**src/rtl/jk_pkg.sv**
```systemverilog
// Shared encodings for the JK bank arbiter: command ops, FSM states and
// the op -> {J,K} mapping used to drive the storage cells.
package jk_pkg;

  localparam logic [1:0] OP_HOLD = 2'b00;
  localparam logic [1:0] OP_RST  = 2'b01;
  localparam logic [1:0] OP_SET  = 2'b10;
  localparam logic [1:0] OP_TGL  = 2'b11;

  typedef enum logic [1:0] {
    IDLE  = 2'd0,
    APPLY = 2'd1,
    DONE  = 2'd2
  } state_t;

  function automatic logic [1:0] op_to_jk(input logic [1:0] op);
    logic [1:0] jk;
    case (op)
      OP_RST:  jk = 2'b01;
      OP_SET:  jk = 2'b10;
      OP_TGL:  jk = 2'b11;
      default: jk = 2'b00;
    endcase
    return jk;
  endfunction

endpackage

```
**src/rtl/jk_cell.sv**
```systemverilog
// Single JK flip-flop with clock enable and asynchronous active-high reset.
module jk_cell (
  input  logic clk,
  input  logic rst,
  input  logic en,
  input  logic J,
  input  logic K,
  output logic Q
);

  always_ff @(posedge clk or posedge rst) begin
    if (rst) begin
      Q <= 1'b0;
    end else if (en) begin
      case ({J, K})
        2'b01:   Q <= 1'b0;
        2'b10:   Q <= 1'b1;
        2'b11:   Q <= ~Q;
        default: Q <= Q;
      endcase
    end
  end

endmodule

```
**src/rtl/jk_bank_arbiter.sv**
```systemverilog
// Round-robin arbiter sharing one bank of WIDTH JK cells between NREQ
// requesters; each granted command runs IDLE -> APPLY -> DONE (ack).
module jk_bank_arbiter
  import jk_pkg::*;
#(
  parameter int WIDTH = 8,
  parameter int NREQ  = 4,
  parameter int IDXW  = $clog2(NREQ)
) (
  input  logic                  clk,
  input  logic                  rst,
  input  logic [NREQ-1:0]       req_valid,
  input  logic [2*NREQ-1:0]     req_op,
  input  logic [WIDTH*NREQ-1:0] req_mask,
  output logic [NREQ-1:0]       req_ack,
  output logic [WIDTH-1:0]      q,
  output logic                  busy,
  output logic [IDXW-1:0]       grant_idx
);

  state_t r_state, w_next;

  logic [IDXW-1:0]                r_ptr;
  logic [IDXW-1:0]                r_grant;
  logic [1:0]                     r_op;
  logic [WIDTH-1:0]               r_mask;
  logic [IDXW-1:0]                w_win;
  logic                           w_any;
  logic [IDXW:0]                  w_sum;
  logic [1:0]                     w_jk;
  logic [WIDTH-1:0]               w_en;
  logic [NREQ-1:0][1:0]           w_ops;
  logic [NREQ-1:0][WIDTH-1:0]     w_masks;

  assign w_ops   = req_op;
  assign w_masks = req_mask;

  // Scan offsets from far to near so the requester closest to the pointer
  // is the last (winning) assignment.
  always_comb begin
    w_any = 1'b0;
    w_win = '0;
    w_sum = '0;
    for (int k = NREQ - 1; k >= 0; k--) begin
      w_sum = {1'b0, r_ptr} + (IDXW+1)'(k);
      if (w_sum >= (IDXW+1)'(NREQ)) w_sum = w_sum - (IDXW+1)'(NREQ);
      if (req_valid[w_sum[IDXW-1:0]]) begin
        w_any = 1'b1;
        w_win = w_sum[IDXW-1:0];
      end
    end
  end

  always_comb begin
    w_next = r_state;
    case (r_state)
      IDLE:    if (w_any) w_next = APPLY;
      APPLY:   w_next = DONE;
      DONE:    w_next = IDLE;
      default: w_next = IDLE;
    endcase
  end

  always_ff @(posedge clk or posedge rst) begin
    if (rst) begin
      r_state <= IDLE;
      r_ptr   <= '0;
      r_grant <= '0;
      r_op    <= OP_HOLD;
      r_mask  <= '0;
    end else begin
      r_state <= w_next;
      if (r_state == IDLE && w_any) begin
        r_grant <= w_win;
        r_op    <= w_ops[w_win];
        r_mask  <= w_masks[w_win];
      end
      if (r_state == DONE) begin
        r_ptr <= (r_grant == IDXW'(NREQ - 1)) ? '0 : r_grant + 1'b1;
      end
    end
  end

  always_comb begin
    req_ack = '0;
    if (r_state == DONE) req_ack[r_grant] = 1'b1;
  end

  assign busy      = (r_state != IDLE);
  assign grant_idx = r_grant;
  assign w_jk      = op_to_jk(r_op);
  assign w_en      = (r_state == APPLY) ? r_mask : '0;

  for (genvar i = 0; i < WIDTH; i++) begin : g_cell
    jk_cell u_cell (
      .clk (clk),
      .rst (rst),
      .en  (w_en[i]),
      .J   (w_jk[1]),
      .K   (w_jk[0]),
      .Q   (q[i])
    );
  end

endmodule
```
**config.mk**
```make
export PLATFORM = sky130hd
export DESIGN_NAME = jk_bank_arbiter
export DESIGN_NICKNAME = d
export VERILOG_FILES = /design/src/rtl/jk_pkg.sv /design/src/rtl/jk_cell.sv /design/src/rtl/jk_bank_arbiter.sv
export SDC_FILE = /design/constraint.sdc
export NUM_CORES = 1
export LEC_CHECK = 0
export CORE_MARGIN = 2
export CORE_UTILIZATION = 35
export DETAILED_ROUTE_END_ITERATION = 10
export PLACE_DENSITY = 0.72
export SYNTH_ARGS = -nofsm -noshare
export SYNTH_HDL_FRONTEND = slang
export SYNTH_SLANG_ARGS = --single-unit
```
**constraint.sdc**
```tcl
create_clock -name clk -period 1.7 [get_ports clk]
set_input_delay 0.255 -clock clk [delete_from_list [all_inputs] [get_ports clk]]
set_output_delay 0.255 -clock clk [all_outputs]
set_load 0.1 [all_outputs]
```
==> Word level (Yosys, flattened, before mapping) <==
Cells that the tools add are included.
{ "totals": {"regBits": 24, "out_inout_bits": 15, "wordCells": 103} }
{ "classes": {"n_eq_ne": 10, "bitwise_logic": 8, "n_mux": 40, "n_reduce_logical": 13, "magnitude_cmp": 11, "n_addsub": 8} }
{ "ops": {"columns": ["cell", "count"], "rows": [
  ["one-hot mux 1 bit (3 select lines)", 8],
  ["two-way mux 2 bit", 11],
  ["less-than comparator 2 x 3 -> 1 bit (second input constant)", 6],
  ["binary-select mux 8 bit (select 2 bit)", 1],
  ["two-way mux 8 bit", 2],
  ["AND reduction 2 bit", 8],
  ["== test 2 bit (second input constant)", 6],
  [">= comparator 3 bit (second input constant)", 3],
  ["two-way mux 1 bit", 9],
  ["binary-select mux 1 bit (select 2 bit)", 4],
  ["inverter 1 bit", 8],
  ["subtractor 2 x 1 -> 2 bit (second input constant)", 4],
  ["adder 2 x 2 -> 3 bit (second input constant)", 2],
  ["== test 2 x 1 -> 1 bit (second input constant)", 3],
  ["one-hot mux 2 bit (3 select lines)", 1],
  ["binary-select mux 2 bit (select 2 bit)", 1],
  ["two-way mux 4 bit", 1],
  ["one-hot mux 2 bit (2 select lines)", 1],
  ["adder 2 x 1 -> 3 bit (second input constant)", 1],
  [">= comparator 2 x 3 -> 1 bit (second input constant)", 1],
  ["nonzero test 3 bit", 1],
  ["adder 2 x 1 -> 2 bit (second input constant)", 1],
  ["demux 1 bit (select 2 bit)", 1],
  [">= comparator 2 x 1 -> 1 bit (second input constant)", 1],
  ["other kinds (4)", 5]
]} }

==> Logic depth before layout (Yosys ltp) <==
Gate-level depths: netlist of the first run.
{ "depth": {"depth_word": 11, "mapped_depth": 6} }

==> Cells and area by module <==
From an unflattened synthesis of the first run, not the netlist that was laid out.
{ "hier_totals": {"hier_cells": 139, "hier_area_um2": 1456.4} }
{ "modules_own_cells": {"columns": ["mod", "area_each_um2", "instances", "seq_area_each_um2", "cells_each"], "rows": [
  ["jk_bank_arbiter", 1136.1, 1, 400.4, 107],
  ["jk_cell", 40.0, 8, 25.0, 4]
]} }

==> Worst setup path after synthesis of the first run <==
OpenSTA, ideal clock, no wires.
{ "synth_path": {"path_type": "reg2out", "startpoint": "register r_grant[0] (netlist: grant_idx[0])", "endpoint": "output port req_ack[3]", "path_stages_with_launch": 3, "t_arrival_ns": 1.994, "slack_ns": -0.549, "required_time_ns": 1.445, "path_cell_list": "dfrtp_1 > ha_1 > and2_1"} }
{ "synth_between": {"elab_chain_cells": 5} }
{ "synth_lines": {"columns": ["element", "line_no", "text"], "rows": [
  ["start: declaration", "jk_bank_arbiter.sv:24", "logic [IDXW-1:0] r_grant;"],
  ["start signal: assignment", "jk_bank_arbiter.sv:74", "r_grant <= w_win;"],
  ["less-than comparator 2 x 3 -> 1 bit (implied by the code) / >= comparator 2 x 1 -> 1 bit (equally long branches)", "jk_bank_arbiter.sv:86", "if (r_state == DONE) req_ack[r_grant] = 1'b1;"],
  ["logical AND 1 bit (implied by the code)", "jk_bank_arbiter.sv:86", null],
  ["two-way mux 1 bit (implied by the code)", "jk_bank_arbiter.sv:86", null],
  ["demux 1 bit (select 2 bit) (*)", "jk_bank_arbiter.sv:86", null],
  ["two-way mux 4 bit (*)", "jk_bank_arbiter.sv:86", null],
  ["end: declaration", "jk_bank_arbiter.sv:15", "output logic [NREQ-1:0] req_ack,"]
]} }
Mark *: on every way between the ends. The rest lies on a longest branch, timed or not.

==> Final worst setup path of the first run <==
{ "layout_path": {"startpoint": "register r_state[0]", "endpoint": "register r_mask[3]"} }
{ "layout_between": {"elab_chain_cells": 2} }
{ "layout_lines": {"columns": ["element", "line_no", "text"], "rows": [
  ["start: declaration", "jk_bank_arbiter.sv:21", "state_t r_state, w_next;"],
  ["start signal: assignment", "jk_bank_arbiter.sv:72", "r_state <= w_next;"],
  ["logical NOT 2 bit", "jk_bank_arbiter.sv:73", "if (r_state == IDLE && w_any) begin"],
  ["logical AND 1 bit", "jk_bank_arbiter.sv:73", null],
  ["end signal: assignment", "jk_bank_arbiter.sv:76", "r_mask <= w_masks[w_win];"],
  ["end: declaration", "jk_bank_arbiter.sv:26", "logic [WIDTH-1:0] r_mask;"]
]} }
Every way passes these cells.
A chain may end at the register's enable or synchronous reset.

==> results of run 1 <==
-- flip-flops by register name (all words and copies together) (netlist names) --
name and flops:
r_state 2, r_mask 8, g_cell.u_cell.Q 8, r_op 2, r_ptr 2, grant_idx 2
-- metal layers --
metal	vias up	wire [µm]	share of wire, %
met5	-	0	0
met4	0	59	1.5
met3	9	234	5.9
met2	52	2179	55
met1	628	1508	38
li1	603	-	-
-- final cells by class --
type                       instances  area (µm²)
multi-input combinational         91       711.9
sequential                        24       604.3
tap                               48       60.06
clock buffer                       4       55.05
fill                             295        1353
inverter                           5       18.77
timing repair buffer              74       913.4
-- logic make-up (layout without fill, tap and decap cells) --
| group | count (synthesis) | after routing | synth area share, % |
|---|---|---|---|
| AOI/OAI and AO/OA | 34 | 34 | 16.13 |
| and+or+nand+nor | 31 | 31 | 11.76 |
| DFF | 24 | 24 | 43.76 |
| muxes | 22 | 22 | 16.13 |
| buffers and inverters | 19 | 83 | 8.569 |
| adders and majority gates | 4 | 4 | 3.646 |
-- stage by stage --
stage,utilization [%],setup TNS (ns)
CTS,60.07,0
finish,63.60,0
detailed placement,58.52,-2.478
global placement,58.52,-1.436
floorplan,-,0
global route,63.60,-0.09830
-- power groups by stage --
stage | Combinational, mW | Clock (mW) | Sequential [mW]
2_1_floorplan | 2.02 | 0 | 1.21
6_report | 3.37 | 0.397 | 1.19
4_1_cts | 3.09 | 0.394 | 1.17
3_3_place_gp | 3.03 | 0 | 1.16
5_1_grt | 3.55 | 0.428 | 1.22
3_5_place_dp | 3.09 | 0 | 1.17
-- synthesized netlist by cell type --
library cell / count / area (µm²)
dfrtp_1: 24 / 600.6
mux2i_1: 21 / 210.2
nand2_1: 14 / 52.55
a21oi_1: 11 / 55.05
o221ai_1: 10 / 87.58
a31oi_1: 8 / 50.05
buf_4: 8 / 60.06
and2_1: 6 / 37.54
inv_1: 5 / 18.77
ha_1: 4 / 50.05
clkbuf_1: 3 / 11.26
nor2_1: 3 / 11.26
or2_1: 3 / 18.77
buf_6: 2 / 22.52
nor2b_1: 2 / 12.51
o21ai_0: 2 / 10.01
buf_2: 1 / 5.000
mux2_2: 1 / 11.26
nand2b_1: 1 / 6.260
nor3_4: 1 / 16.27
nor4_1: 1 / 6.260
o21a_1: 1 / 7.510
o21ai_1: 1 / 5.000
o22ai_1: 1 / 6.260
-- critical path, cell delays in order (launching register included) --
cell      delay, ns
dfrtp_1        0.42
or2_4          0.28
or2_1          0.26
or2_1          0.25
buf_4          0.17
o221ai_1       0.18
-- path summary, 6_finish.rpt --
path                                        start                      to  slack, ns
hold / removal                                rst   r_mask[3]$_DFFE_PP0P_       0.32
hold reg to reg            r_state[1]$_DFFE_PP0P_  r_state[1]$_DFFE_PP0P_       0.47
max in group asynchronous                     rst    r_ptr[1]$_DFFE_PP0P_       1.12
min in group clk           r_state[1]$_DFFE_PP0P_  r_state[1]$_DFFE_PP0P_       0.47
setup reg to reg           r_state[0]$_DFFE_PP0P_   r_mask[3]$_DFFE_PP0P_       0.05
setup / recovery           r_state[0]$_DFFE_PP0P_   r_mask[3]$_DFFE_PP0P_       0.05
-- timing repair --
item,4_1_cts,5_1_grt
buffers inserted,0,2
endpoints found under the setup margin,2,10
endpoints found under the hold margin,0,0
gates resized for setup,1,13
pin swaps,0,6
gates cloned,0,3
==> summary.md, run 1 <==
| Metric | Value |
|---|---|
| Share of cells above drive strength 1 | approximately 27% |
| Min setup slack post-route | roughly 0.047 ns |
| Hold slack | 0.3232 ns |
| Final #Nets | 249 |
| Starting DRC count in detailed routing | 66 |
| H-Tree Level Count | 1 |
| Cell variety after synth | 24 |
| CTS buffer count | 3 |
| Die Span Y | 66.62 µm |
| Register area share after synthesis | between 40% and 50% |
| Peak supply drop | ~0.00074 V |
| Vias | 1292 |
| Worst slew margin | 78.62% |
| Max-slew violation count | 0 |
| Clock transition at path regs | approximately 0.08 ns |
| Syn Std Cell Area | around 1400 µm² |
| PD cells | between 2000 and 2500 nW/µm² |
| P_sw | between 2 and 2.5 mW |
| Clock sink total | 24 |
| Switching Fraction | 49.79% |
| Largest net degree at the start of global routing | 25 |
| Synthesized area per cell | 10.24 µm² |
| Met1 Usage GRT | 18.12% |
| Worst slack, placed | -0.2731 ns |
| Post-layout min period | between 1.5 and 2 ns |
| Worst Skew | ~0.0011 ns |
| P_leak | about 1.0 nW |
| Count of mapped cells out of synthesis | around 130 |
| Syn_nets | between 150 and 200 |
| Top Ports | 61 |
| GPL Wtd Cong | roughly 0.76 |
| Drt drc | 0 |
| First-pass GRT wire length | 5457 µm |
| First-pass iteration count of the detailed router | 4 |
| Commonest non-fill, non-tap cell in the layout | clkdlybuf4s50_1 |
| Fmax achieved | between 600 and 700 MHz |
| Vias in the first global route | ~1200 |
| #FFs+latches synth | 24 |
| Power share of the clock group | around 8.0% |
| GRT Residual Overflow | 0 |
| Crit path kind | reg2reg |
| Placed cell area | ~2200 µm² |
| GRT Total Usage | between 15 and 20% |
| Clk root buf | clkbuf_8 |
| Gate power share | 68.0% |
| Crit path arrival time | 1.83 ns |
| Slew @ Worst Pin | approximately 0.32 ns |
| P_int | around 2.5 mW |
| Endpoints failing hold | 0 |
| Rows | 22 |
| Synthesis Warnings | 0 |
| Die W | 66.62 µm |
| Final Cycle Share | 97.22% |
| Total Die Area | 4438 µm² |
| Initial antenna violation count | 0 |
| Final setup viols | 0 |
| Total power draw | around 5 mW |
| Max Cap Viol | 0 |
| # placed instances | roughly 240 |
| Clk Latency, worst-skew pair | about 0.27 ns |
| Core Area | approximately 3700 µm² |
| ANT cells | 0 |
| GRT busiest layer | met2 |
| Post-Route WL | around 4000 µm |
| DR vias/cell | around 5.3 |
| Hold-fix buffers at CTS | 0 |
| Avg WL per Cell | between 15 and 20 µm |
| CP max FO | 6 |
| Post-detailed-route count of antenna-violating nets | 0 |
| Hold Crit Class | in2async |
| Design Area, Final | around 2400 µm² |
| Crit. End Element | flip-flop |
| Met2 capacity usage during global routing | a little under a third |
| Crit path required time | roughly 1.9 ns |
| Commonest cells after routing, fill and taps aside | clkdlybuf4s50_1 (44), dfrtp_1 (21), mux2i_1 (16), buf_12 (16), nand2_1 (14) |
| Layout Cells excl Fill | 246 |
| Synthesis-to-finish area growth | 72.20% |
| Longest Clk Path Bufs | 2 |
| Met3 usage | about 4% |
| Worst setup SP type | flip-flop |
| R2R depth | 5 |
| IO buf count | 60 |
| HPWL after DPL | 2770 µm |
| Initial Util | a little under two fifths |
| Reg power frac | a little under a quarter |
| CTS tree | yes |
| Status | completed |
Power figures use the tool's default switching activity.
==> run 2: changes to the inputs <==
CORE_UTILIZATION = 45   (was 35)
PLACE_DENSITY = 0.88   (was 0.72)
clock period = 2 ns   (was 1.7 ns; I/O delays follow)
==> summary.md, run 2 (synthesized netlist as in run 1, its figures left out) <==
| Metric | Value |
|---|---|
| Post-detailed-route count of antenna-violating nets | 0 |
| P_int | 1.557 mW |
| Slew @ Worst Pin | around 0.45 ns |
| Initial antenna violation count | 0 |
| Starting DRC count in detailed routing | 42 |
| Initial Util | approximately 46% |
| Hold-fix buffers at CTS | 0 |
| Commonest cells after routing, fill and taps aside | clkdlybuf4s50_1 (45), dfrtp_1 (23), mux2i_1 (21) |
| Core Area | slightly below 3000 µm² |
| Fmax achieved | between 500 and 600 MHz |
| Crit path arrival time | roughly 1.6 ns |
| Worst Skew | approximately 0.0011 ns |
| H-Tree Level Count | 1 |
| Min setup slack post-route | between 0.15 and 0.2 ns |
| Switching Fraction | between 50 and 60% |
| Die W | approximately 60 µm |
| Setup repair bufs after CTS | 0 |
| Drt drc | 0 |
| Final #Nets | 240 |
| Final Cycle Share | a little over 90% |
| Endpoints failing hold | 0 |
| Vias in the first global route | about 1300 |
| Crit path required time | roughly 1.7 ns |
| Status | completed |
| Vias | between 1000 and 1500 |
| First-pass iteration count of the detailed router | 4 |
| DR vias/cell | between 5 and 6 |
| Layout Cells excl Fill | ~220 |
| Avg WL per Cell | around 16 µm |
| PD cells | 1706 nW/µm² |
| Crit path kind | reg2out |
| Top Ports | between 60 and 70 |
| Gate power share | 65.6% |
| Resized cells post-CTS | 0 |
| Longest Clk Path Bufs | 2 |
| Hold slack | around 0.31 ns |
| Worst slew margin | 70.14% |
| Post-layout min period | roughly 1.8 ns |
| # placed instances | 218 |
| Clock transition at path regs | 0.12 ns |
| Clock sink total | 24 |
| GPL Wtd Cong | 0.7188 |
| Share of cells above drive strength 1 | around 16% |
| # fillers | 231 |
| RSZ-0062 raised after global routing | no |
| Max Cap Viol | 0 |
| P_leak | around 0.9 nW |
| Final setup viols | 0 |
| Synthesis-to-finish area growth | 47.22% |
| Hold Crit Class | in2async |
| HPWL after DPL | roughly 2800 µm |
| CTS buffer count | 3 |
| Total Die Area | 3508 µm² |
| Top Registers | g_cell.u_cell.Q: 8 flops, r_mask: 8 flops |
| Reg power frac | a little over a quarter |
| Clk root buf | clkbuf_4 |
| CTS tree | yes |
| Largest net degree at the start of global routing | 25 |
| Crit. End Element | output pin |
| Worst slack, placed | -0.04648 ns |
| Rows | 20 |
| Peak supply drop | about 0.00076 V |
| Clk Latency, worst-skew pair | 0.31 ns |
| GRT Residual Overflow | 0 |
| CP max FO | 7 |
| P_sw | 1.890 mW |
| Total power draw | 3.447 mW |
| First-pass GRT wire length | between 5000 and 6000 µm |
| IO buf count | 60 |
| ANT cells | 0 |
| Commonest non-fill, non-tap cell in the layout | clkdlybuf4s50_1 |
| Power share of the clock group | under 10% |
| Max-slew violation count | 0 |
| Die Span Y | 59.23 µm |
| Post-Route WL | between 3000 and 4000 µm |
| Worst setup SP type | flip-flop |
| GRT Total Usage | between 20 and 25% |
==> run 2: layout make-up <==
type,instances,area [µm²],area share (%)
sequential,24,601.8,29.78
multi-input combinational,91,659.4,32.63
inverter,5,18.77,0.9288
tap,33,41.29,2.043
timing repair buffer,65,663.1,32.82
clock buffer,4,36.28,1.796
==> run 2: path summary, 6_finish.rpt <==
check / from / end / slack (ns) / cells after the start
setup / recovery: r_state[0]$_DFFE_PP0P_ / req_ack[0] / 0.15 / 3
hold / removal: rst / r_mask[2]$_DFFE_PP0P_ / 0.31 / 3
setup reg to reg: r_state[0]$_DFFE_PP0P_ / r_mask[1]$_DFFE_PP0P_ / 0.28 / 5
hold reg to reg: r_state[1]$_DFFE_PP0P_ / r_state[1]$_DFFE_PP0P_ / 0.47 / 1
max in group asynchronous: rst / grant_idx[0]$_DFFE_PP0P_ / 1.45 / 3
min in group clk: r_state[1]$_DFFE_PP0P_ / r_state[1]$_DFFE_PP0P_ / 0.47 / 1
==> run 2: worst max-delay path: stages, from the launching register on <==
cell	delay, ns
dfrtp_1	0.41
nor2b_1	0.38
and2_2	0.26
buf_12	0.18
==> run 2: per-layer routing <==
metal	vias to the layer above	GRT usage [%]	share of wire [%]
li1	588	-	-
met1	587	26.26	38
met2	39	38.15	55
met3	11	3.275	4.1
met4	0	12.66	3.1
met5	-	0	0
==> run 2: power groups by stage <==
| stage | Clock, mW | Sequential, mW | Combinational (mW) |
|---|---|---|---|
| after floorplan | 0 | 1.03 | 1.71 |
| after global placement | 0 | 0.924 | 2.20 |
| after detailed placement | 0 | 0.944 | 2.27 |
| after CTS | 0.258 | 0.930 | 2.27 |
| after global routing | 0.276 | 0.970 | 2.41 |
| final | 0.252 | 0.933 | 2.26 |
==> run 2: per-stage QoR <==
stage / utilization, % / TNS (ns) / area (µm²)
3_5_place_dp: 66.64 / -0.3000 / 1984
3_3_place_gp: 66.64 / 0 / 1984
6_report: 67.86 / 0 / 2021
2_1_floorplan: - / 0 / 1379
4_1_cts: 67.86 / 0 / 2021
5_1_grt: 67.86 / 0 / 2021
